--- src/rtl/cpu_pkg.sv ---
// Shared CPU definitions for the MEM stage: datapath widths, the
// timeout default and the MEM-stage controller state encoding.
// Optional timeout feature in the users of this package: MEM_TIMEOUT_EN.
package cpu_pkg;

    localparam int DATA_W          = 64;
    localparam int WN_W            = 5;
    localparam int TIMEOUT_CYC_DEF = 16;

    // IDLE: no access outstanding. WAIT: request issued, waiting for dm_ack.
    typedef enum logic {
        IDLE = 1'b0,
        WAIT = 1'b1
    } state_t;

endpackage

--- src/rtl/mem_stage_ctrl_if.sv ---
// Data-memory request/acknowledge bus between the MEM-stage controller
// (master) and the data memory (slave).
//
// Handshake: the master raises dm_req together with dm_we, dm_addr and
// dm_wdata, and holds all four stable until the slave returns a one-cycle
// dm_ack pulse. dm_rdata is valid only in the dm_ack cycle. dm_ack may
// arrive in the first dm_req cycle; dm_ack seen while dm_req=0 is ignored.
interface mem_stage_ctrl_if
    import cpu_pkg::*;
#(
    parameter int DW = cpu_pkg::DATA_W
);

    logic          dm_req;
    logic          dm_we;
    logic [DW-1:0] dm_addr;
    logic [DW-1:0] dm_wdata;
    logic          dm_ack;
    logic [DW-1:0] dm_rdata;

    modport master (
        output dm_req,
        output dm_we,
        output dm_addr,
        output dm_wdata,
        input  dm_ack,
        input  dm_rdata
    );

    modport slave (
        input  dm_req,
        input  dm_we,
        input  dm_addr,
        input  dm_wdata,
        output dm_ack,
        output dm_rdata
    );

endinterface

--- src/rtl/mem_stage_ctrl_mem_wb_reg.sv ---
// MEM/WB pipeline register. A bubble clears the write-back controls and
// holds the data fields; load data is captured only when rdata_we_i is set.
module mem_wb_reg
    import cpu_pkg::*;
#(
    parameter int DATA_W = cpu_pkg::DATA_W,
    parameter int WN_W   = cpu_pkg::WN_W
) (
    input  logic              clk,
    input  logic              rst_n,
    input  logic              bubble_i,
    input  logic              rw_i,
    input  logic              m2r_i,
    input  logic [DATA_W-1:0] result_i,
    input  logic [WN_W-1:0]   wn_i,
    input  logic              rdata_we_i,
    input  logic [DATA_W-1:0] rdata_i,
    output logic              wb_rw_o,
    output logic              wb_m2r_o,
    output logic [DATA_W-1:0] wb_result_o,
    output logic [WN_W-1:0]   wb_wn_o,
    output logic [DATA_W-1:0] wb_rdata_o
);

    logic              rw_q;
    logic              m2r_q;
    logic [DATA_W-1:0] result_q;
    logic [WN_W-1:0]   wn_q;
    logic [DATA_W-1:0] rdata_q;

    // Pipeline register: bubble or load each cycle, load data on request.
    always_ff @(posedge clk or negedge rst_n) begin
        if (!rst_n) begin
            rw_q     <= 1'b0;
            m2r_q    <= 1'b0;
            result_q <= '0;
            wn_q     <= '0;
            rdata_q  <= '0;
        end else begin
            if (bubble_i) begin
                rw_q  <= 1'b0;
                m2r_q <= 1'b0;
            end else begin
                rw_q     <= rw_i;
                m2r_q    <= m2r_i;
                result_q <= result_i;
                wn_q     <= wn_i;
            end
            if (rdata_we_i) begin
                rdata_q <= rdata_i;
            end
        end
    end

    assign wb_rw_o     = rw_q;
    assign wb_m2r_o    = m2r_q;
    assign wb_result_o = result_q;
    assign wb_wn_o     = wn_q;
    assign wb_rdata_o  = rdata_q;

endmodule

--- src/rtl/mem_stage_ctrl.sv ---
// MEM-stage controller: issues data-memory requests for loads/stores,
// stalls the front of the pipeline while an access is outstanding,
// resolves branches and drives the MEM/WB register.
// Optional feature macro: MEM_TIMEOUT_EN (bounded WAIT with sticky mem_err).
module mem_stage_ctrl
    import cpu_pkg::*;
#(
    parameter int DATA_W      = cpu_pkg::DATA_W,
    parameter int WN_W        = cpu_pkg::WN_W,
    parameter int TIMEOUT_CYC = cpu_pkg::TIMEOUT_CYC_DEF
) (
    input  logic              clk,
    input  logic              rst_n,
    input  logic [DATA_W-1:0] mem_pc,
    input  logic [DATA_W-1:0] mem_result,
    input  logic [DATA_W-1:0] mem_rd2,
    input  logic [WN_W-1:0]   mem_wn,
    input  logic              mem_rw,
    input  logic              mem_m2r,
    input  logic              mem_mr,
    input  logic              mem_mw,
    input  logic              mem_branch,
    input  logic              mem_zero,
    output logic              stall,
    output logic              pc_src,
    output logic [DATA_W-1:0] branch_target,
    mem_stage_ctrl_if.master  dm,
    output logic              wb_rw,
    output logic              wb_m2r,
    output logic [DATA_W-1:0] wb_rdata,
    output logic [DATA_W-1:0] wb_result,
    output logic [WN_W-1:0]   wb_wn,
    output logic              mem_err,
    output state_t            dbg_state
);

    state_t            state_q, state_d;
    logic              req_q, req_d;
    logic              we_q, we_d;
    logic [DATA_W-1:0] addr_q, addr_d;
    logic [DATA_W-1:0] wdata_q, wdata_d;
    logic              bubble;
    logic              rdata_we;
    logic              mem_op;
    logic              timeout_hit;

    assign mem_op = mem_mr | mem_mw;

`ifdef MEM_TIMEOUT_EN
    localparam int CNT_W = ($clog2(TIMEOUT_CYC + 1) > 8) ? $clog2(TIMEOUT_CYC + 1) : 8;

    logic [CNT_W-1:0] cnt_q, cnt_d;
    logic             err_q, err_d;

    // cnt_q counts WAIT cycles already spent without ack; the TIMEOUT_CYC-th
    // WAIT cycle is the terminal one, so the abort lands right after it.
    assign timeout_hit = (state_q == WAIT) && !dm.dm_ack &&
                         (cnt_q == CNT_W'(TIMEOUT_CYC - 1));
    assign mem_err     = err_q;

    // Timeout counter and sticky error flag.
    always_ff @(posedge clk or negedge rst_n) begin
        if (!rst_n) begin
            cnt_q <= '0;
            err_q <= 1'b0;
        end else begin
            cnt_q <= cnt_d;
            err_q <= err_d;
        end
    end
`else
    logic [31:0] timeout_cyc_unused;

    assign timeout_cyc_unused = 32'(TIMEOUT_CYC);
    assign timeout_hit        = 1'b0;
    assign mem_err            = 1'b0;
`endif

    // FSM state and the registered data-memory request.
    always_ff @(posedge clk or negedge rst_n) begin
        if (!rst_n) begin
            state_q <= IDLE;
            req_q   <= 1'b0;
            we_q    <= 1'b0;
            addr_q  <= '0;
            wdata_q <= '0;
        end else begin
            state_q <= state_d;
            req_q   <= req_d;
            we_q    <= we_d;
            addr_q  <= addr_d;
            wdata_q <= wdata_d;
        end
    end

    // Next state, request fields and MEM/WB control for this cycle.
    always_comb begin
        state_d  = state_q;
        req_d    = req_q;
        we_d     = we_q;
        addr_d   = addr_q;
        wdata_d  = wdata_q;
        bubble   = 1'b0;
        rdata_we = 1'b0;
`ifdef MEM_TIMEOUT_EN
        cnt_d    = cnt_q;
        err_d    = err_q;
`endif
        case (state_q)
            IDLE: begin
                if (mem_op) begin
                    // Load and store together is treated as a store.
                    state_d = WAIT;
                    req_d   = 1'b1;
                    we_d    = mem_mw;
                    addr_d  = mem_result;
                    wdata_d = mem_rd2;
                    bubble  = 1'b1;
`ifdef MEM_TIMEOUT_EN
                    cnt_d   = '0;
`endif
                end
            end
            WAIT: begin
                if (dm.dm_ack) begin
                    state_d  = IDLE;
                    req_d    = 1'b0;
                    rdata_we = !we_q;
                end else if (timeout_hit) begin
                    state_d = IDLE;
                    req_d   = 1'b0;
                    bubble  = 1'b1;
`ifdef MEM_TIMEOUT_EN
                    err_d   = 1'b1;
`endif
                end else begin
                    bubble = 1'b1;
`ifdef MEM_TIMEOUT_EN
                    cnt_d  = cnt_q + 1'b1;
`endif
                end
            end
            default: begin
                state_d = IDLE;
            end
        endcase
    end

    // Stall drops in the ack (or abort) cycle so EX/MEM advances on that edge.
    assign stall = rst_n & (((state_q == IDLE) & mem_op) |
                            ((state_q == WAIT) & ~dm.dm_ack & ~timeout_hit));

    assign pc_src        = rst_n & mem_branch & mem_zero & ~stall;
    assign branch_target = rst_n ? mem_pc : '0;

    assign dm.dm_req   = req_q;
    assign dm.dm_we    = we_q;
    assign dm.dm_addr  = addr_q;
    assign dm.dm_wdata = wdata_q;
    assign dbg_state   = state_q;

    mem_wb_reg #(
        .DATA_W (DATA_W),
        .WN_W   (WN_W)
    ) u_mem_wb_reg (
        .clk         (clk),
        .rst_n       (rst_n),
        .bubble_i    (bubble),
        .rw_i        (mem_rw),
        .m2r_i       (mem_m2r),
        .result_i    (mem_result),
        .wn_i        (mem_wn),
        .rdata_we_i  (rdata_we),
        .rdata_i     (dm.dm_rdata),
        .wb_rw_o     (wb_rw),
        .wb_m2r_o    (wb_m2r),
        .wb_result_o (wb_result),
        .wb_wn_o     (wb_wn),
        .wb_rdata_o  (wb_rdata)
    );

endmodule

--- src/flat_wrapper.sv ---
// flat-port wrapper written by rule: the top's interface ports become plain ports
module mem_stage_ctrl_flat import cpu_pkg::*;
#(
    parameter int DATA_W      = cpu_pkg::DATA_W,
    parameter int WN_W        = cpu_pkg::WN_W,
    parameter int TIMEOUT_CYC = cpu_pkg::TIMEOUT_CYC_DEF
)
  (clk, rst_n, mem_pc, mem_result, mem_rd2, mem_wn, mem_rw, mem_m2r, mem_mr, mem_mw, mem_branch, mem_zero, stall, pc_src, branch_target, wb_rw, wb_m2r, wb_rdata, wb_result, wb_wn, mem_err, dbg_state, dm_dm_req, dm_dm_we, dm_dm_addr, dm_dm_wdata, dm_dm_ack, dm_dm_rdata);
  mem_stage_ctrl_if #(.DW((64))) dm_i ();
  input  logic clk;
  input  logic rst_n;
  input  logic [DATA_W-1:0] mem_pc;
  input  logic [DATA_W-1:0] mem_result;
  input  logic [DATA_W-1:0] mem_rd2;
  input  logic [WN_W-1:0] mem_wn;
  input  logic mem_rw;
  input  logic mem_m2r;
  input  logic mem_mr;
  input  logic mem_mw;
  input  logic mem_branch;
  input  logic mem_zero;
  output logic stall;
  output logic pc_src;
  output logic [DATA_W-1:0] branch_target;
  output logic wb_rw;
  output logic wb_m2r;
  output logic [DATA_W-1:0] wb_rdata;
  output logic [DATA_W-1:0] wb_result;
  output logic [WN_W-1:0] wb_wn;
  output logic mem_err;
  output state_t dbg_state;
  output wire logic [$bits(dm_i.dm_req)-1:0] dm_dm_req;
  output wire logic [$bits(dm_i.dm_we)-1:0] dm_dm_we;
  output wire logic [$bits(dm_i.dm_addr)-1:0] dm_dm_addr;
  output wire logic [$bits(dm_i.dm_wdata)-1:0] dm_dm_wdata;
  input wire logic [$bits(dm_i.dm_ack)-1:0] dm_dm_ack;
  input wire logic [$bits(dm_i.dm_rdata)-1:0] dm_dm_rdata;
  assign dm_dm_req = dm_i.dm_req;
  assign dm_dm_we = dm_i.dm_we;
  assign dm_dm_addr = dm_i.dm_addr;
  assign dm_dm_wdata = dm_i.dm_wdata;
  assign dm_i.dm_ack = dm_dm_ack;
  assign dm_i.dm_rdata = dm_dm_rdata;
  mem_stage_ctrl #(.DATA_W(DATA_W), .WN_W(WN_W), .TIMEOUT_CYC(TIMEOUT_CYC)) u_core (.clk(clk), .rst_n(rst_n), .mem_pc(mem_pc), .mem_result(mem_result), .mem_rd2(mem_rd2), .mem_wn(mem_wn), .mem_rw(mem_rw), .mem_m2r(mem_m2r), .mem_mr(mem_mr), .mem_mw(mem_mw), .mem_branch(mem_branch), .mem_zero(mem_zero), .stall(stall), .pc_src(pc_src), .branch_target(branch_target), .dm(dm_i), .wb_rw(wb_rw), .wb_m2r(wb_m2r), .wb_rdata(wb_rdata), .wb_result(wb_result), .wb_wn(wb_wn), .mem_err(mem_err), .dbg_state(dbg_state));
endmodule
--- config.mk ---
export PLATFORM = sky130hd
export DESIGN_NAME = mem_stage_ctrl_flat
export DESIGN_NICKNAME = d
export VERILOG_FILES = /design/src/rtl/cpu_pkg.sv /design/src/rtl/mem_stage_ctrl_if.sv /design/src/rtl/mem_stage_ctrl_mem_wb_reg.sv /design/src/rtl/mem_stage_ctrl.sv /design/src/flat_wrapper.sv
export SDC_FILE = /design/constraint.sdc
export NUM_CORES = 1
export LEC_CHECK = 0
export CAP_MARGIN = 20
export CORE_AREA = 2 2 237 239
export CTS_CLUSTER_SIZE = 16
export DETAILED_ROUTE_END_ITERATION = 8
export DIE_AREA = 0 0 239 241
export GPL_ROUTABILITY_DRIVEN = 0
export HOLD_SLACK_MARGIN = 0.12
export PLACE_DENSITY = 0.45
export RECOVER_POWER = 50
export SLEW_MARGIN = 10
export SYNTH_ARGS = -nofsm -noshare
export SYNTH_HDL_FRONTEND = slang
export SYNTH_SLANG_ARGS = --single-unit
--- constraint.sdc ---
create_clock -name clk -period 2.4 [get_ports clk]
set_clock_uncertainty 0.2 [all_clocks]
set_input_delay 0.48 -clock clk [delete_from_list [all_inputs] [get_ports clk]]
set_output_delay 0.48 -clock clk [all_outputs]
set_load 0.02 [all_outputs]
==> results_dict.tcl <==
set metrics [dict create \
    hp-class "in -> async" \
    nets 1543 \
    dpl.cell_count 1940 \
    synth_cell_types 19 \
    drt_iter0_drc 204 \
    clkTransAtPathRegs_ps 50 \
    worst_ep_arrival_time_ps 1690 \
    drive_above_1_share_pct 20.54 \
    stdcell_count 2003 \
    vias_per_cell 3.844 \
    final_hold_viol_count 0 \
    crit_path_cell_trace "clkdlybuf4s50_1, and2_1, clkdlybuf4s50_1" \
    synth-seq-cells 266 \
    synthCells 641 \
    area_growth_pct 74.31 \
    cp-start-kind "input pin" \
    grt_pass1_vias 8166 \
    synth_fp_nets 911 \
    grt_pass1_wl_um 53180 \
    cts_tree "done" \
    syn_area_um2 10590 \
    die-width_um 239 \
    cpMostUsedCell "clkdlybuf4s50_1" \
    yosysWarnings 0 \
    leakage_nw 7.665 \
    end_kind "output port" \
    cts_buffers 34 \
    max_freq_mhz 422.7 \
    maxCapViolCount 0 \
    fin_tns_setup_ps 0 \
    ys_seq_area_share_pct 62.88 \
    clkSinkCount 266 \
    cts_setup_buffers 0 \
    clockBufferDepth 3 \
    slew_viol_final 0 \
    dieArea_um2 57600 \
    die_h_um 241 \
    crit_type "in -> out" \
    critPathRequiredTime_ps 1720 \
    tightest_slew_ps 1478 \
    rsz0062_at_grt "false" \
    nFillCells 5434 \
    via_count 7700 \
    slowest_delay_ps 600 \
    power_mw 17.50 \
    fin_crit_sh_pct 98.56 \
    root_buffer "clkbuf_16" \
    htreeDepth 2 \
    slowest_stage "clkdlybuf4s50_1" \
    grt_max_degree 138 \
    antenna_found_initial 4 \
    start_util_pct 19.29 \
    ir_drop_uv 366.6 \
    layout.cells.most_common "clkdlybuf4s50_1" \
    crit_path_max_fanout 1 \
    avgSynthCellArea_um2 16.51 \
    routed_wl_um 37180 \
    worst_slack_ps 34.52 \
    ios 603 \
    status "finished clean" \
    setup_viol 0 \
    worst_path_dominant_cell_family "buffers and inverters" \
    fin_area_um2 18450 \
    relSlewSlack_pct 1.486 \
    grt_usage_pct 12.43 \
    drtPass1Iterations 4 \
    hpwl_um 28530 \
    numPortBuffers 601 \
    route.detailed.drc 0 \
    final_cell_mix "clkdlybuf4s50_1 (589), dfrtp_1 (266), mux2_2 (147), mux2_1 (78), and2_1 (65)" \
    powerDensity_nw_per_um2 948.7 \
    gr-total-overflow 0 \
    drt.antenna.violating_nets 0 \
    core_um2 54880 \
    worst-path-buf-inv 2 \
    pre_cts_slack_ps -349.8 \
    post_drt_wl_per_cell_um 18.56 \
    placed_area_um2 17570 \
    rows 86 \
    min_period_ps 2365 \
    clk_latency_ps 540 \
]
-- per-layer routing --
layer / share of wire [%] / track usage, %
met5: 0.035 / 0
met4: 2.7 / 4.527
met3: 9.7 / 4.792
met2: 52 / 22.58
met1: 35 / 13.02
-- logic make-up after synthesis --
logic type	share of synthesized area (%)
flops	62.88
mux	30.00
simple gates	4.137
buf+inv	2.719
compound gates	0.2247
other cells	0.03543
-- Yosys cell counts (all sizes together) --
library cell,count,area share [%]
a21boi,1,0.071
and2,65,3.8
buf,30,2.4
clkbuf,7,0.25
conb,1,0.035
dfrtp,266,63
inv,1,0.035
mux2,262,30
nand2,1,0.035
nand3,1,0.047
nor2,1,0.035
nor2b,2,0.12
o21bai,1,0.071
o31a,1,0.083
or2,1,0.059
-- stage by stage --
step                utilization (%)  hold slack, ps
finish                        33.62           275.1
global route                  33.61           280.4
CTS                           33.98           142.9
detailed placement            32.02           120.4
global placement              32.02           118.4
floorplan                         -          -15.59
-- area by class of cell --
| type | count | area, um^2 | area share, % |
|---|---|---|---|
| multi-input cells | 337 | 3577 | 19.39 |
| diodes | 4 | 10.01 | 0.05425 |
| clock inverters | 11 | 123.9 | 0.6713 |
| clock buffers | 47 | 949.7 | 5.147 |
| well taps | 704 | 880.8 | 4.774 |
| inverters | 1 | 3.754 | 0.02034 |
| repair buffers | 633 | 6250 | 33.87 |
| flip-flops and latches | 266 | 6656 | 36.08 |
-- state kept, by name (all words and copies together) (netlist names) --
name,count
u_core.u_mem_wb_reg.wb_rdata_o,64
u_core.dm.dm_addr,64
u_core.dm.dm_req,1
u_core.u_mem_wb_reg.wb_rw_o,1
u_core.u_mem_wb_reg.wb_m2r_o,1
u_core.dm.dm_we,1
u_core.u_mem_wb_reg.wb_result_o,64
u_core.dm.dm_wdata,64
u_core.dbg_state,1
u_core.u_mem_wb_reg.wb_wn_o,5
-- worst paths after layout --
kind                                                                  from                                               to  slack, ps  cells after the start
max reg2reg                                     u_core.dbg_state$_DFF_PN0_    u_core.u_mem_wb_reg.wb_rdata_o[4]$_DFFE_PN0P_        160                      6
min                                                                  rst_n  u_core.u_mem_wb_reg.wb_result_o[25]$_DFFE_PN0N_        280                      2
max in group asynchronous                                            rst_n  u_core.u_mem_wb_reg.wb_result_o[40]$_DFFE_PN0N_        650                      3
min in group clk           u_core.u_mem_wb_reg.wb_result_o[29]$_DFFE_PN0N_  u_core.u_mem_wb_reg.wb_result_o[29]$_DFFE_PN0N_        290                      1
min reg2reg                u_core.u_mem_wb_reg.wb_result_o[29]$_DFFE_PN0N_  u_core.u_mem_wb_reg.wb_result_o[29]$_DFFE_PN0N_        290                      1
max                                                             mem_pc[29]                                branch_target[29]         30                      3
-- power by group --
part | switching [mW] | internal, mW
Sequential | 0.565 | 5.61
Combinational | 2.93 | 3.41
Clock | 2.00 | 2.98
-- timing repair --
| action | in CTS | in global routing |
|---|---|---|
| endpoints found under the setup margin | 6 | 5 |
| hold buffers | 1 | 0 |
| hold endpoints to repair | 72 | 0 |
| gates resized for setup | 13 | 5 |
-- worst reg2reg max path, cell delays in order, from the launching register on --
cell and delay, ps:
dfrtp_1 390, buf_4 150, nand2_1 90, buf_4 120, or2_4 210, clkbuf_2 560
mux2_1 390
(Power assumes the default switching activity.)
